--- src/rtl/alu_stage.sv ---
// alu_stage: registered 8-bit ALU and processor-status (P) unit that sits
// behind the register-file read port of the microcoded 65C02 core.
//
// Ports:
//   clk        clock
//   reset      synchronous active-high reset
//   R          operand from register-file read port
//   M          memory / data-bus operand
//   alu_op     0 PASSR 1 PASSM 2 ORA 3 AND 4 EOR 5 ADC 6 SBC 7 ASL
//              8 LSR 9 ROL A ROR B INC C DEC D CMP E BIT F NOP
//   start      accept alu_op/R/M this cycle (ignored while busy)
//   flag_op    0 none 1 CLC 2 SEC 3 CLD 4 SED 5 CLI 6 SEI 7 CLV
//   p_load     load P from M (PLP/RTI)
//   out        registered result for register-file write-back
//   out_valid  one-cycle pulse marking a write-back result on out
//   busy       decimal ADC/SBC adjust cycle in progress
//   P          {N,V,1,1,D,I,Z,C}
//
// Binary ops complete in one cycle. With DECIMAL_EN=1 and D=1, ADC/SBC take
// two cycles: the binary sum is captured first, the BCD adjust follows.
module alu_stage #(
    parameter bit DECIMAL_EN = 1'b1
) (
    input  logic       clk,
    input  logic       reset,
    input  logic [7:0] R,
    input  logic [7:0] M,
    input  logic [3:0] alu_op,
    input  logic       start,
    input  logic [2:0] flag_op,
    input  logic       p_load,
    output logic [7:0] out,
    output logic       out_valid,
    output logic       busy,
    output logic [7:0] P
);

    localparam logic [3:0] OP_PASSR = 4'h0, OP_PASSM = 4'h1, OP_ORA = 4'h2,
                           OP_AND   = 4'h3, OP_EOR   = 4'h4, OP_ADC = 4'h5,
                           OP_SBC   = 4'h6, OP_ASL   = 4'h7, OP_LSR = 4'h8,
                           OP_ROL   = 4'h9, OP_ROR   = 4'hA, OP_INC = 4'hB,
                           OP_DEC   = 4'hC, OP_CMP   = 4'hD, OP_BIT = 4'hE;

    typedef enum logic {IDLE, ADJ} state_t;

    state_t state, state_nx;
    logic   n_r, v_r, d_r, i_r, z_r, c_r;
    logic   n_nx, v_nx, d_nx, i_nx, z_nx, c_nx;
    logic [7:0] out_nx;
    logic       vld_nx;

    // Decimal pipeline registers, valid only while state==ADJ.
    logic [8:0] sum_p1;
    logic       hc_p1, v_p1, sub_p1;

    // BCD adjust of a captured binary sum. Returns {carry, adjusted value}.
    // SBC keeps the raw carry (no borrow inversion).
    function automatic logic [8:0] bcd_adjust(input logic [8:0] s,
                                              input logic       hc,
                                              input logic       sub);
        logic [7:0] adj;
        logic       cy;
        adj = 8'h00;
        if (sub) begin
            if (!hc)   adj = adj - 8'h06;
            if (!s[8]) adj = adj - 8'h60;
            cy = s[8];
        end else begin
            if (hc || (s[3:0] > 4'h9)) adj = adj + 8'h06;
            cy = s[8] || (s[7:0] > 8'h99);
            if (cy) adj = adj + 8'h60;
        end
        return {cy, s[7:0] + adj};
    endfunction

    // Shared adder: SBC is R + ~M + C.
    logic [7:0] b_op;
    logic [8:0] sum9;
    logic [8:0] cmp9;
    logic       hc_bin, v_bin, go_dec;
    logic [8:0] adj9;

    assign b_op   = (alu_op == OP_SBC) ? ~M : M;
    assign sum9   = {1'b0, R} + {1'b0, b_op} + {8'b0, c_r};
    // Carry into bit 4 recovered from the sum bits.
    assign hc_bin = sum9[4] ^ R[4] ^ b_op[4];
    assign v_bin  = (R[7] == b_op[7]) && (sum9[7] != R[7]);
    assign cmp9   = {1'b0, R} + {1'b0, ~M} + 9'd1;
    // Mode is taken from D as registered before this edge, so a SED/CLD in
    // the same cycle does not affect the op being started.
    assign go_dec = DECIMAL_EN && d_r && ((alu_op == OP_ADC) || (alu_op == OP_SBC));
    assign adj9   = bcd_adjust(sum_p1, hc_p1, sub_p1);

    logic [7:0] res;
    logic       wr, nz, capture;

    always_comb begin
        state_nx = state;
        out_nx   = out;
        vld_nx   = 1'b0;
        capture  = 1'b0;
        res      = 8'h00;
        wr       = 1'b0;
        nz       = 1'b0;
        n_nx = n_r; v_nx = v_r; d_nx = d_r; i_nx = i_r; z_nx = z_r; c_nx = c_r;

        // Lowest priority: explicit flag instructions.
        case (flag_op)
            3'd1: c_nx = 1'b0;
            3'd2: c_nx = 1'b1;
            3'd3: d_nx = 1'b0;
            3'd4: d_nx = 1'b1;
            3'd5: i_nx = 1'b0;
            3'd6: i_nx = 1'b1;
            3'd7: v_nx = 1'b0;
            default: ;
        endcase

        if (state == ADJ) begin
            out_nx   = adj9[7:0];
            vld_nx   = 1'b1;
            n_nx     = adj9[7];
            z_nx     = (adj9[7:0] == 8'h00);
            c_nx     = adj9[8];
            v_nx     = v_p1;
            state_nx = IDLE;
        end else if (start) begin
            if (go_dec) begin
                capture  = 1'b1;
                state_nx = ADJ;
            end else begin
                case (alu_op)
                    OP_PASSR: begin res = R;     wr = 1'b1; nz = 1'b1; end
                    OP_PASSM: begin res = M;     wr = 1'b1; nz = 1'b1; end
                    OP_ORA:   begin res = R | M; wr = 1'b1; nz = 1'b1; end
                    OP_AND:   begin res = R & M; wr = 1'b1; nz = 1'b1; end
                    OP_EOR:   begin res = R ^ M; wr = 1'b1; nz = 1'b1; end
                    OP_ADC, OP_SBC: begin
                        res = sum9[7:0]; wr = 1'b1; nz = 1'b1;
                        c_nx = sum9[8]; v_nx = v_bin;
                    end
                    OP_ASL: begin res = {R[6:0], 1'b0}; wr = 1'b1; nz = 1'b1; c_nx = R[7]; end
                    OP_LSR: begin res = {1'b0, R[7:1]}; wr = 1'b1; nz = 1'b1; c_nx = R[0]; end
                    OP_ROL: begin res = {R[6:0], c_r};  wr = 1'b1; nz = 1'b1; c_nx = R[7]; end
                    OP_ROR: begin res = {c_r, R[7:1]};  wr = 1'b1; nz = 1'b1; c_nx = R[0]; end
                    OP_INC: begin res = R + 8'h01; wr = 1'b1; nz = 1'b1; end
                    OP_DEC: begin res = R - 8'h01; wr = 1'b1; nz = 1'b1; end
                    OP_CMP: begin res = cmp9[7:0]; nz = 1'b1; c_nx = cmp9[8]; end
                    OP_BIT: begin
                        n_nx = M[7];
                        v_nx = M[6];
                        z_nx = ((R & M) == 8'h00);
                    end
                    default: ;
                endcase
                if (wr) begin
                    out_nx = res;
                    vld_nx = 1'b1;
                end
                if (nz) begin
                    n_nx = res[7];
                    z_nx = (res == 8'h00);
                end
            end
        end

        // Highest priority: PLP/RTI load.
        if (p_load) begin
            n_nx = M[7]; v_nx = M[6]; d_nx = M[3];
            i_nx = M[2]; z_nx = M[1]; c_nx = M[0];
        end
    end

    // ---- stage p0 -> p1: control, result and flag registers ----
    always_ff @(posedge clk) begin
        if (reset) begin
            state     <= IDLE;
            out       <= 8'h00;
            out_valid <= 1'b0;
            n_r <= 1'b0; v_r <= 1'b0; d_r <= 1'b0;
            i_r <= 1'b1; z_r <= 1'b0; c_r <= 1'b0;
        end else begin
            state     <= state_nx;
            out       <= out_nx;
            out_valid <= vld_nx;
            n_r <= n_nx; v_r <= v_nx; d_r <= d_nx;
            i_r <= i_nx; z_r <= z_nx; c_r <= c_nx;
        end
    end

    // ---- stage p0 -> p1: decimal operand capture ----
    always_ff @(posedge clk) begin
        if (capture) begin
            sum_p1 <= sum9;
            hc_p1  <= hc_bin;
            v_p1   <= v_bin;
            sub_p1 <= (alu_op == OP_SBC);
        end
    end

    assign busy = (state == ADJ);
    assign P    = {n_r, v_r, 2'b11, d_r, i_r, z_r, c_r};

endmodule

--- config.mk ---
export PLATFORM = sky130hd
export DESIGN_NAME = alu_stage
export DESIGN_NICKNAME = d
export VERILOG_FILES = /design/src/rtl/alu_stage.sv
export SDC_FILE = /design/constraint.sdc
export NUM_CORES = 1
export LEC_CHECK = 0
export BUFFER_PORTS_ARGS = -buffer_cell sky130_fd_sc_hd__buf_2
export CORE_ASPECT_RATIO = 1.4
export CORE_MARGIN = 5
export CORE_UTILIZATION = 30
export DETAILED_ROUTE_END_ITERATION = 8
export PLACE_DENSITY = 0.57
export SYNTH_ARGS = -nofsm -noshare
export SYNTH_HDL_FRONTEND = slang
export SYNTH_SLANG_ARGS = --single-unit
--- constraint.sdc ---
create_clock -name clk -period 3.66 [get_ports clk]
set_input_delay 0.366 -clock clk [delete_from_list [all_inputs] [get_ports clk]]
set_output_delay 0.366 -clock clk [all_outputs]
set_load 0.05 [all_outputs]
### After elaboration in Yosys (flattened, before gate mapping)

Cells that the tools add are included.

| operators by class | value |
|---|---|
| $add $sub $neg | 9 |
| magnitude comparators | 2 |
| equality and inequality tests | 25 |
| mux-type cells | 60 |
| bitwise gates (word level) | 6 |
| reductions and logical operators | 22 |

Operators with widths:

| cell | count |
|---|---|
| 8-bit 2-to-1 mux | 14 |
| 8-bit case mux with 13 select lines | 1 |
| 1-bit 2-to-1 mux | 39 |
| 4-bit == test, second input constant | 7 |
| 8-bit zero test | 3 |
| 8-bit by 8-bit adder with 9-bit output | 2 |
| 4-bit by 3-bit == test with 1-bit output, second input constant | 4 |
| 14-bit OR reduction | 1 |
| 13-bit OR reduction | 1 |
| 3-bit == test, second input constant | 4 |
| 9-bit by 1-bit adder with 9-bit output | 1 |
| 9-bit by 1-bit adder with 9-bit output, second input constant | 1 |
| 3-bit nonzero test | 3 |
| 8-bit by 1-bit adder with 8-bit output, second input constant | 1 |
| 8-bit by 7-bit adder with 8-bit output, second input constant | 1 |
| 8-bit adder | 1 |
| 8-bit bitwise AND | 1 |
| 4-bit by 2-bit == test with 1-bit output, second input constant | 2 |
| 8-bit greater-than comparator, second input constant | 1 |
| 8-bit inverter | 1 |
| 8-bit OR | 1 |
| 1-bit case mux with 2 select lines | 4 |
| 8-bit by 1-bit subtractor with 8-bit output, second input constant | 1 |
| 8-bit by 7-bit subtractor with 8-bit output, second input constant | 1 |
| other kinds (19) | 28 |

| word-level totals | value |
|---|---|
| flip-flop bits (word level) | 28 |
| bits of input ports | 27 |
| output and inout port bits | 18 |

### Longest topological paths before layout

Gate-level depths: netlist of run 1.

| depth | value |
|---|---|
| word-level depth | 14 |
| gate-level depth with buffers | 15 |
| depth with buffers taken out | 15 |

### Worst setup path before layout of run 1

Ideal clock, no wire load.

| timing | value |
|---|---|
| path type | input to register |
| from | input port alu_op[2] |
| to | register n_r |
| data arrival time | 3.226 ns |
| required time | 3.572 ns |
| path slack | 0.346 ns |
| cell stages on the path | 13 |
| cells stage by stage | buf_2 nand2_1 nor2_2 xnor2_1 ha_1 nor2b_1 o31a_1 or3_1 a21oi_2 mux2_1 and4b_1 o221a_1 nor4_2 |

| on the way | value |
|---|---|
| longest elaborated chain between the ends | 13 |

Ends and longest elaborated chain:

| item | RTL line | RTL |
|---|---|---|
| start: declaration | 28 | `input logic [3:0] alu_op,` |
| 4-bit by 3-bit == test with 1-bit output | 83, 91, 132 |  |
| 8-bit 2-to-1 mux | 83 | `assign b_op = (alu_op == OP_SBC) ? ~M : M;` |
| 8-bit by 8-bit adder with 9-bit output | 84 | `assign sum9 = {1'b0, R} + {1'b0, b_op} + {8'b0, c_r};` |
| 9-bit by 1-bit adder with 9-bit output | 84 |  |
| 8-bit case mux with 13 select lines | 132 | `case (alu_op)` |
| 8-bit 2-to-1 mux | 128 | `if (go_dec) begin` |
| 8-bit 2-to-1 mux | 127 | `end else if (start) begin` |
| 8-bit 2-to-1 mux | 119 | `if (state == ADJ) begin` |
| 1-bit 2-to-1 mux | 160 | `if (nz) begin` |
| 1-bit 2-to-1 mux | 128 |  |
| 1-bit 2-to-1 mux | 127 |  |
| 1-bit 2-to-1 mux | 119 |  |
| 1-bit 2-to-1 mux | 168 | `if (p_load) begin` |
| end signal: assignment | 186 | `n_r <= n_nx; v_r <= v_nx; d_r <= d_nx;` |
| end: declaration | 47 | `logic n_r, v_r, d_r, i_r, z_r, c_r;` |

Parallel ways exist; a longest one is shown, timed or not. The select of a mux whose other input is x is not followed.
A chain may end at the register's enable or synchronous reset.

### Final worst setup path of run 1

| timing | value |
|---|---|
| from | register sum_p1[2] |
| to | register z_r |

| on the way | value |
|---|---|
| longest elaborated chain between the ends | 11 |

Ends and longest elaborated chain:

| item | RTL line | RTL |
|---|---|---|
| start: declaration | 53 | `logic [8:0] sum_p1;` |
| start signal: assignment | 194 | `sum_p1 <= sum9;` |
| 4-bit greater-than comparator | 69 | `if (hc \|\| (s[3:0] > 4'h9)) adj = adj + 8'h06;` |
| 1-bit logical OR | 69 |  |
| 3-bit 2-to-1 mux | 69 |  |
| 8-bit 2-to-1 mux | 64 | `if (sub) begin` |
| 8-bit by 7-bit adder with 8-bit output | 71 | `if (cy) adj = adj + 8'h60;` |
| 8-bit 2-to-1 mux | 71 |  |
| 8-bit 2-to-1 mux | 64 |  |
| 8-bit adder * | 73 | `return {cy, s[7:0] + adj};` |
| 8-bit zero test * | 123 | `z_nx = (adj9[7:0] == 8'h00);` |
| 1-bit 2-to-1 mux * | 119 |  |
| 1-bit 2-to-1 mux * | 168 |  |
| end signal: assignment | 187 | `i_r <= i_nx; z_r <= z_nx; c_r <= c_nx;` |
| end: declaration | 47 |  |

Every way passes the cells marked *; elsewhere a longest branch is shown, timed or not. The select of a mux whose other input is x is not followed.

==> impl_metrics.tcl, run 1 <==
set metrics [dict create \
    status "finished, final reports clean" \
    cts_tree "done" \
    period_share 0.901 \
    final_nets 608 \
    start_util 0.305 \
    instances_no_fill 683 \
    drc 0 \
    layout_common_cells "47 x nor2_1, 45 x ha_1, 42 x buf_2, 39 x inv_1, 38 x a21oi_1" \
    synth_compound_area_frac 0.265 \
    hold_class "in2reg" \
    die_y_um 145 \
    hold_violations 0 \
    wirelength_um 12800 \
    dp.cells 679 \
    yosysSeqAreaShare 0.174 \
    p_leak_nw 1.83 \
    port_buffers 42 \
    rsz0062_at_grt "false" \
    syn_area_per_cell_um2 7.79 \
    cts_buffer_depth 2 \
    finalClockSkew_ns 0.00557 \
    synth_cell_type_count 72 \
    max_freq_mhz 303 \
    viasPerCell 5.64 \
    ant_nets 0 \
    die_w_um 106 \
    drt_iter0_markers 224 \
    cts.sink_count 28 \
    drv_cap 0 \
    muxShareOfSynthArea 0.0330 \
    netlist_area_mm2 0.00391 \
    clock_latency_ns 0.27 \
    synth_cells 502 \
    grt_pass1_wl_um 20200 \
    dieArea_mm2 0.0154 \
    ys_async_sr_fraction 0 \
    io_pins 45 \
    irDropWorstVdd_v 0.000168 \
    n_antenna_cell 0 \
    setup_viol_count_final 0 \
    cts-root-buf "clkbuf_16" \
    via_count 3853 \
    ys.warnings.count 0 \
    htreeDepth 1 \
    drive_gt1_frac 0.138 \
    clk_pin_slew_ns 0.07 \
    synth_top_family_by_area "compound AO/OA/AOI/OAI gates" \
    synth_edf_count 12 \
    hold_slack_ns 0.383 \
    coreArea_mm2 0.0128 \
    grt.total_usage 0.163 \
    nFillCells 1367 \
    place.gp.congestion 0.910 \
    worstMarginPinSlew_ns 0.790 \
    drv_slew 0 \
    routedWlPerCell_um 18.7 \
    power_density_mw_per_mm2 261 \
    cts_buffers 3 \
    grt_pass1_vias 3792 \
    fin_crit_ns 3.30 \
    synth_area_leaders "ha_1 14%, edfxtp_1 9.2%, dfxtp_1 8.2%, xnor2_1 5.4%, a21oi_1 4.9%" \
    post_cts_resized 0 \
    ys_ff_latch 28 \
    synthAdderAreaFrac 0.170 \
    antenna_found_initial 0 \
    grt_overflow 0 \
    fin_tns_setup_ns 0 \
    ctsHoldBuffers 0 \
    ys.flop_type "dfxtp_1" \
    slew-limit-headroom 0.468 \
    dr.pass1.iters 6 \
    fp-row-count 49 \
    synth_top_area_cell "ha_1" \
    synth-simple-area-share 0.216 \
    grt_max_degree 37 \
    synth_xor_area_frac 0.0627 \
    cts_setup_buffers 0 \
    crit_fanout 3 \
    crit_type "reg2reg" \
    cp.arrival_ns 3.51 \
    area_delta_synth_final_pct 10.2 \
    worstPathRequired_ns 3.87 \
    synth_top_area_frac 0.144 \
    cp-start-kind "register" \
    final_common_cell "nor2_1" \
    cp-end-kind "register" \
    hpwlAfterDp_um 10400 \
]
kinds of logic (layout without fill, tap and decap cells):
group                    count (synthesis)  in the layout
buffers and inverters                   68             95
AND/OR/NAND/NOR                        162            162
flip-flops                              28             28
AO/OA/AOI/OAI                          154            154
XOR/XNOR                                28             28
adder cells (fa/ha/maj)                 50             50
other                                    1              2
multiplexers                            11             11
layer usage:
layer  share of wire  GRT usage
met2            0.50      0.285
met3           0.046     0.0200
met1            0.41      0.195
met5               0          0
met4           0.045     0.0813
worst max-delay path, cell delays in order, from the launching register on:
cell and delay, ns:
edfxtp_1 0.46, o21a_1 0.23, nor2_1 0.08, nor2_1 0.08, or2_2 0.29, ha_1 0.21, fa_1 0.42, a211oi_1 0.28
o21bai_1 0.11, a21oi_1 0.19, xnor2_1 0.17, nand2_1 0.12, o41ai_1 0.41, a31oi_1 0.13, nand2_1 0.06
worst paths after layout:
| path | startpoint | endpoint | slack, ns | depth (start not counted) |
|---|---|---|---|---|
| setup / recovery | sum_p1[2] | z_r | 0.36 | 14 |
| hold / removal | M[2] | i_r | 0.38 | 2 |
| setup reg to reg | sum_p1[2] | z_r | 0.36 | 14 |
| hold reg to reg | n_r | n_r | 0.54 | 2 |
power breakdown:
| group | leakage (nW) | total, mW | switching [mW] | internal [mW] |
|---|---|---|---|---|
| clock | 0.0382 | 0.253 | 0.104 | 0.149 |
| sequential | 0.242 | 0.357 | 0.00947 | 0.348 |
| combinational | 1.55 | 0.516 | 0.330 | 0.185 |
state kept, by name (all words and copies together), names as in the netlist:
signal / flops
d_r: 1
out: 8
busy: 1
out_valid: 1
z_r: 1
n_r: 1
v_r: 1
c_r: 1
i_r: 1
sum_p1: 9
v_p1: 1
sub_p1: 1
hc_p1: 1
final cells by class:
cell class | instances | area, µm² | share of cell area
Tap cell | 153 | 191 | 0.0444
Clock buffer | 4 | 78.8 | 0.0183
Sequential cell | 28 | 681 | 0.158
Multi-Input combinational cell | 407 | 2930 | 0.679
Timing Repair Buffer | 52 | 285 | 0.0662
Inverter | 39 | 146 | 0.0340
through the flow:
stage	setup slack [ns]	utilization	power (mW)	area [µm²]
finish	0.363	0.336	1.13	4310
global route	0.0894	0.336	1.19	4310
CTS	0.336	0.336	1.13	4310
detailed placement	0.137	0.330	0.876	4230
global placement	0.215	0.330	0.873	4230
floorplan	0.346	-	0.735	3910
cells in the mapped netlist (all sizes together) (4+ instances only):
master	n
and2	6
nor3	13
a32oi	4
buf	23
nor3b	7
o31ai	4
a21oi	40
and3	6
nand2b	9
nand3	12
ha	45
or3	4
dfxtp	16
a21o	6
nor4	6
inv	39
mux2i	5
o21a	6
xor2	4
clkbuf	6
a31oi	6
a221oi	6
or2	7
nor2b	10
xnor2	24
a211oi	14
fa	5
nor2	48
mux2	5
edfxtp	12
o22ai	5
o21bai	4
o21ai	29
nand2	24
Note: power is estimated with default switching activity, not from simulation.
==> run 2, diff against run 1 <==
- ABC_AREA: default -> 1
==> run 2 against run 1 <==
Net effect:
- combinational power decreased by 13%
- sequential share of layout area increased by 0.61 points
- flip-flop and latch count unchanged
- core utilization increased by 0.24 points
- via count increased by 2.8%
- setup slack improved by 0.23 ns
- critical endpoint unchanged
- critical path type is now in2reg
- non-clock buffer count decreased by 8
- power decreased by 5.8%
- clock skew decreased by 0.0016 ns
- first-iteration DRC count decreased by 20%
==> impl_metrics.tcl, run 2 <==
set metrics [dict create \
    worstMarginPinSlew_ns 0.626 \
    nFillCells 1387 \
    period_share 0.838 \
    synth_cell_type_count 41 \
    coreArea_mm2 0.0123 \
    max_stage_delay_ns 0.40 \
    finalClockSkew_ns 0.00394 \
    setup_viol_count_final 0 \
    ant_nets 0 \
    placed_area_mm2 0.00407 \
    hold_violations 0 \
    cp.arrival_ns 3.27 \
    worstPathRequired_ns 3.86 \
    slowest_stage "fa_1" \
    cts-root-buf "clkbuf_16" \
    seq_area_um2 681 \
    post_cts_resized 0 \
    grt_max_degree 16 \
    viasPerCell 5.07 \
    drc 0 \
    top_regs "sum_p1: 9 flops, out: 8 flops" \
    drv_cap 0 \
    critical_path.top_delay_family "simple AND/OR/NAND/NOR gates" \
    htreeDepth 1 \
    wirelength_um 12200 \
    cp-start-kind "input port" \
    drive_gt1_frac 0.109 \
    yosysSeqAreaShare 0.182 \
    stdcell_area_mm2 0.00415 \
    irDropWorstVdd_v 0.000168 \
    antenna_found_initial 0 \
    routedWlPerCell_um 15.6 \
    drt_iter0_markers 179 \
    slew-limit-headroom 0.581 \
    area_delta_synth_final_pct 11.0 \
    synth_top_area_cell "nand2_1" \
    dieArea_mm2 0.0148 \
    dp_slack_ns 0.338 \
    grt.total_usage 0.162 \
    synth_area_leaders "nand2_1 17%, ha_1 15%, edfxtp_1 9.6%, dfxtp_1 8.6%, inv_1 8.5%" \
    fin_ws_ns 0.592 \
    synthTopCellsByCount "172 x nand2_1, 85 x inv_1, 57 x nor2_1" \
    ys_ff_latch 28 \
    hp-start "p_load" \
    power_density_mw_per_mm2 256 \
    dr.pass1.iters 4 \
    cts_buffers 3 \
    ctsHoldBuffers 0 \
    hpwlAfterDp_um 10200 \
    clock_latency_ns 0.26 \
    cp.depth 21 \
    synth_top_area_frac 0.173 \
    die_w_um 104 \
    largest_reg_flops 9 \
    p_leak_nw 2.18 \
    holdPathStages 2 \
    port_buffers 42 \
    fin_crit_ns 3.07 \
    p_total_mw 1.06 \
    drv_slew 0 \
    clk_pin_slew_ns 0.07 \
    critPathBufInv 3 \
    layout_common_cells "172 x nand2_1, 85 x inv_1, 57 x nor2_1, 53 x nand3_1, 45 x ha_1" \
    cts_buffer_depth 2 \
    instances_no_fill 781 \
    crit_start "alu_op[0]" \
    crit_top_cell "nand2_1" \
    netlist_area_mm2 0.00374 \
    fp-row-count 48 \
    hold_class "in2reg" \
    ys.warnings.count 0 \
    hold_slack_ns 0.369 \
    grt_pass1_wl_um 19700 \
    grt_pass1_vias 3947 \
    regMostFlops "sum_p1" \
    place.gp.congestion 0.955 \
    die_y_um 142 \
    final_common_cell "nand2_1" \
    cp_cell_sequence "buf_2, inv_2, nand2_2, nor2_4, xor2_1, fa_1, inv_1, fa_1, nand3_1, nand3_1, nand2_1, o21ai_0, nor2_1, nand3_1, nor2_1, nand3_1, nand2_1, nand2_1, nand2_1, nand2_1, a21oi_2" \
    cts_setup_buffers 0 \
    syn_area_per_cell_um2 6.29 \
    multi_input_area_mm2 0.00265 \
    ff2ff_path_depth 15 \
    io_pins 45 \
    max_freq_mhz 326 \
    fin_util 0.339 \
    status "finished, final reports clean" \
    cts.sink_count 28 \
    crit_fanout 9 \
    rsz0062_at_grt "false" \
    synth_cells 594 \
    cp-end-kind "register" \
    yosysMostFrequentCell "nand2_1" \
    fin_tns_setup_ns 0 \
    via_count 3960 \
    rr_startpoint "sum_p1[2]" \
    n_antenna_cell 0 \
    final_nets 709 \
    crit_type "in2reg" \
    synth_edf_count 12 \
    start_util 0.305 \
    dp.cells 777 \
    grt_overflow 0 \
    cts_tree "done" \
    ys.flop_type "dfxtp_1" \
    ys_async_sr_fraction 0 \
]
## run 2: cell count changes in the layout (fill, tap and decap cells not counted), sizes merged, moves of 7 or more
cell,before,now
buf,52,44
a211oi,14,2
xor2,4,13
nor3,13,5
inv,39,87
nand3,12,54
nand2b,9,0
nor2,48,63
xnor2,24,5
nor3b,7,0
nand2,24,178
nand3b,0,7
nor2b,10,0
## run 2: per-layer routing
| metal | up-vias | share of wire | track usage |
|---|---|---|---|
| met5 | - | 0 | 0 |
| met4 | 0 | 0.033 | 0.0662 |
| met3 | 20 | 0.038 | 0.0200 |
| met2 | 108 | 0.51 | 0.303 |
| met1 | 1843 | 0.42 | 0.185 |
| li1 | 1989 | - | - |
## run 2: cell families after synthesis
group	Yosys count	synth area share
DFF	28	0.182
AOI/OAI and AO/OA	79	0.120
adders and majority gates	50	0.177
and+or+nand+nor	319	0.367
buffers and inverters	99	0.110
xor gates and xnor gates	18	0.0422
other	1	0.00100
## run 2: area by class of cell
cell class	instances	area share
multi-input cells	468	0.639
flip-flops and latches	28	0.164
inverters	87	0.0787
repair buffers	44	0.0543
well taps	150	0.0452
clock buffers	4	0.0190
## run 2: worst register-to-register path, delay by kind of cell (launching register included)
kind / cells / cell delay [ns]
AND/OR/NAND/NOR: 7 / 1.02
AO/OA/AOI/OAI: 5 / 0.78
XOR/XNOR: 1 / 0.12
adder cells (fa/ha/maj): 2 / 0.62
flip-flops: 1 / 0.44
## run 2: power breakdown
part	total [mW]	switching [mW]	internal (mW)
Sequential	0.354	0.00775	0.347
Combinational	0.451	0.313	0.138
Clock	0.255	0.106	0.149
Total	1.06	0.426	0.634
## run 2: worst paths after layout
kind	endpoint	slack, ns
max	z_r	0.59
min	d_r	0.37
max reg2reg	n_r	0.63
min reg2reg	n_r	0.46
==> run 3, diff against run 2 <==
- clock period: 3.66 -> 3.15 ns (I/O delays scaled with it)
==> run 3 against run 2 <==
Net effect:
- die area unchanged
- flip-flop and latch count stayed put
- worst hold slack got worse by 0.042 ns
- register-to-register slack lost 0.33 ns
- critical path depth down 6
- clock-buffer cell count fell by 1
- clock skew is 0.0017 ns higher
- sequential share of layout area shrank 0.18 points
- power is 16% higher
- cell count grew 0.64%
- non-clock buffer count up 5
==> impl_metrics.tcl, run 3 (same netlist as run 2, synthesis figures left out) <==
set metrics [dict create \
    coreArea_mm2 0.0123 \
    max_freq_mhz 351 \
    max_stage_delay_ns 0.41 \
    slowest_stage "fa_1" \
    drc 0 \
    dp.cells 782 \
    irDropWorstVdd_v 0.000175 \
    grt_pass1_vias 3841 \
    wl_met2_um 6310 \
    top_layer_used "met4" \
    drt_iter0_markers 270 \
    grt_max_degree 16 \
    finalClockSkew_ns 0.00564 \
    m1WireLength_um 5190 \
    setup_viol_count_final 0 \
    fin_crit_ns 2.85 \
    n_antenna_cell 0 \
    critPathBufInv 0 \
    multi_input_area_mm2 0.00266 \
    critical_path.top_delay_family "simple AND/OR/NAND/NOR gates" \
    wirelength_um 12200 \
    layout_common_cells "172 x nand2_1, 85 x inv_1, 57 x nor2_1, 53 x nand3_1, 45 x ha_1" \
    viasPerCell 5.02 \
    drv_slew 0 \
    cts.sink_count 28 \
    dr_wl_met3_um 336 \
    hold_class "in2reg" \
    cp.arrival_ns 3.06 \
    htreeDepth 1 \
    antenna_found_initial 0 \
    io_pins 45 \
    ant_nets 0 \
    final_nets 714 \
    drv_cap 0 \
    nFillCells 1401 \
    die_y_um 142 \
    cp-start-kind "register" \
    drive_gt1_frac 0.119 \
    seq_area_um2 681 \
    rsz0062_at_grt "false" \
    cts_buffers 3 \
    cts_buffer_depth 2 \
    grt.total_usage 0.160 \
    cts-root-buf "clkbuf_16" \
    worstPathRequired_ns 3.35 \
    instances_no_fill 786 \
    fin_tns_setup_ns 0 \
    via_count 3944 \
    fin_util 0.342 \
    power_density_mw_per_mm2 294 \
    fp-row-count 48 \
    start_util 0.305 \
    grt_pass1_wl_um 19300 \
    dieArea_mm2 0.0148 \
    port_buffers 42 \
    cts_setup_buffers 0 \
    final_common_cell "nand2_1" \
    hold_violations 0 \
    clk_pin_slew_ns 0.07 \
    cts_tree "done" \
    die_w_um 104 \
    worstMarginPinSlew_ns 0.634 \
    slew-limit-headroom 0.576 \
    grt_overflow 0 \
    area_delta_synth_final_pct 12.3 \
    cp_cell_sequence "o21ai_2, a21oi_1, or2_2, ha_1, fa_1, nand3_1, nand2_1, a21oi_1, nor2_1, nor2_1, xnor2_1, or2_2, o211ai_1, nand2_1, a21oi_1" \
    routedWlPerCell_um 15.5 \
    crit_type "reg2reg" \
    hpwlAfterDp_um 10300 \
    regMostFlops "sum_p1" \
    dr.pass1.iters 6 \
    largest_reg_flops 9 \
    status "finished, final reports clean" \
    crit_top_cell "a21oi_1" \
    crit_fanout 3 \
    top_regs "sum_p1: 9 flops, out: 8 flops" \
    cp-end-kind "register" \
    p_leak_nw 2.20 \
    period_share 0.906 \
    place.gp.congestion 0.944 \
    clock_latency_ns 0.27 \
]
[run 3: power breakdown]
| part | internal [mW] | total, mW | switching (mW) | leakage [nW] |
|---|---|---|---|---|
| sequential | 0.403 | 0.412 | 0.00874 | 0.241 |
| combinational | 0.164 | 0.529 | 0.365 | 1.92 |
| clock | 0.170 | 0.292 | 0.121 | 0.0385 |
[run 3: worst paths after layout]
path | startpoint | end | slack [ns] | cells after the start
max reg2reg | sum_p1[2] | n_r | 0.30 | 15
min reg2reg | out[1] | out[1] | 0.47 | 2
max | sum_p1[2] | n_r | 0.30 | 15
min | p_load | d_r | 0.33 | 2
[run 3: layer usage]
metal / GRT usage / up-vias
li1: - / 1999
met1: 0.190 / 1833
met2: 0.295 / 94
met3: 0.0136 / 18
met4: 0.0682 / 0
met5: 0 / -
[run 3: cell type report]
class                   instances  share of cell area
multi-input cells             468               0.634
flip-flops and latches         28               0.162
inverters                      87              0.0778
repair buffers                 49              0.0626
well taps                     150              0.0447
clock buffers                   3              0.0179
clock inverters                 1            0.000895
[run 3: worst reg2reg max path: cells and delay by family (launching register included)]
family	cells	cell delay (ns)
and+or+nand+nor	7	1.02
AOI/OAI and AO/OA	5	0.66
adders and majority gates	2	0.62
DFF	1	0.40
xor gates and xnor gates	1	0.11
[run 3: what timing repair did]
action,in CTS,in global routing
endpoints found under the setup margin,0,3
resized for setup,0,3
hold buffers,0,0
[run 3: metrics by stage]
| step | setup WS (ns) | power, mW | cell area [µm²] | hold WS (ns) |
|---|---|---|---|---|
| after global routing | 0.0149 | 1.33 | 4200 | 0.339 |
| after CTS | 0.150 | 1.24 | 4190 | 0.320 |
| final | 0.297 | 1.23 | 4200 | 0.327 |
| after global placement | -0.0863 | 0.939 | 4110 | 0.454 |
| after floorplan | 0.442 | 0.791 | 3740 | 0.384 |
| after detailed placement | -0.118 | 0.943 | 4110 | 0.460 |
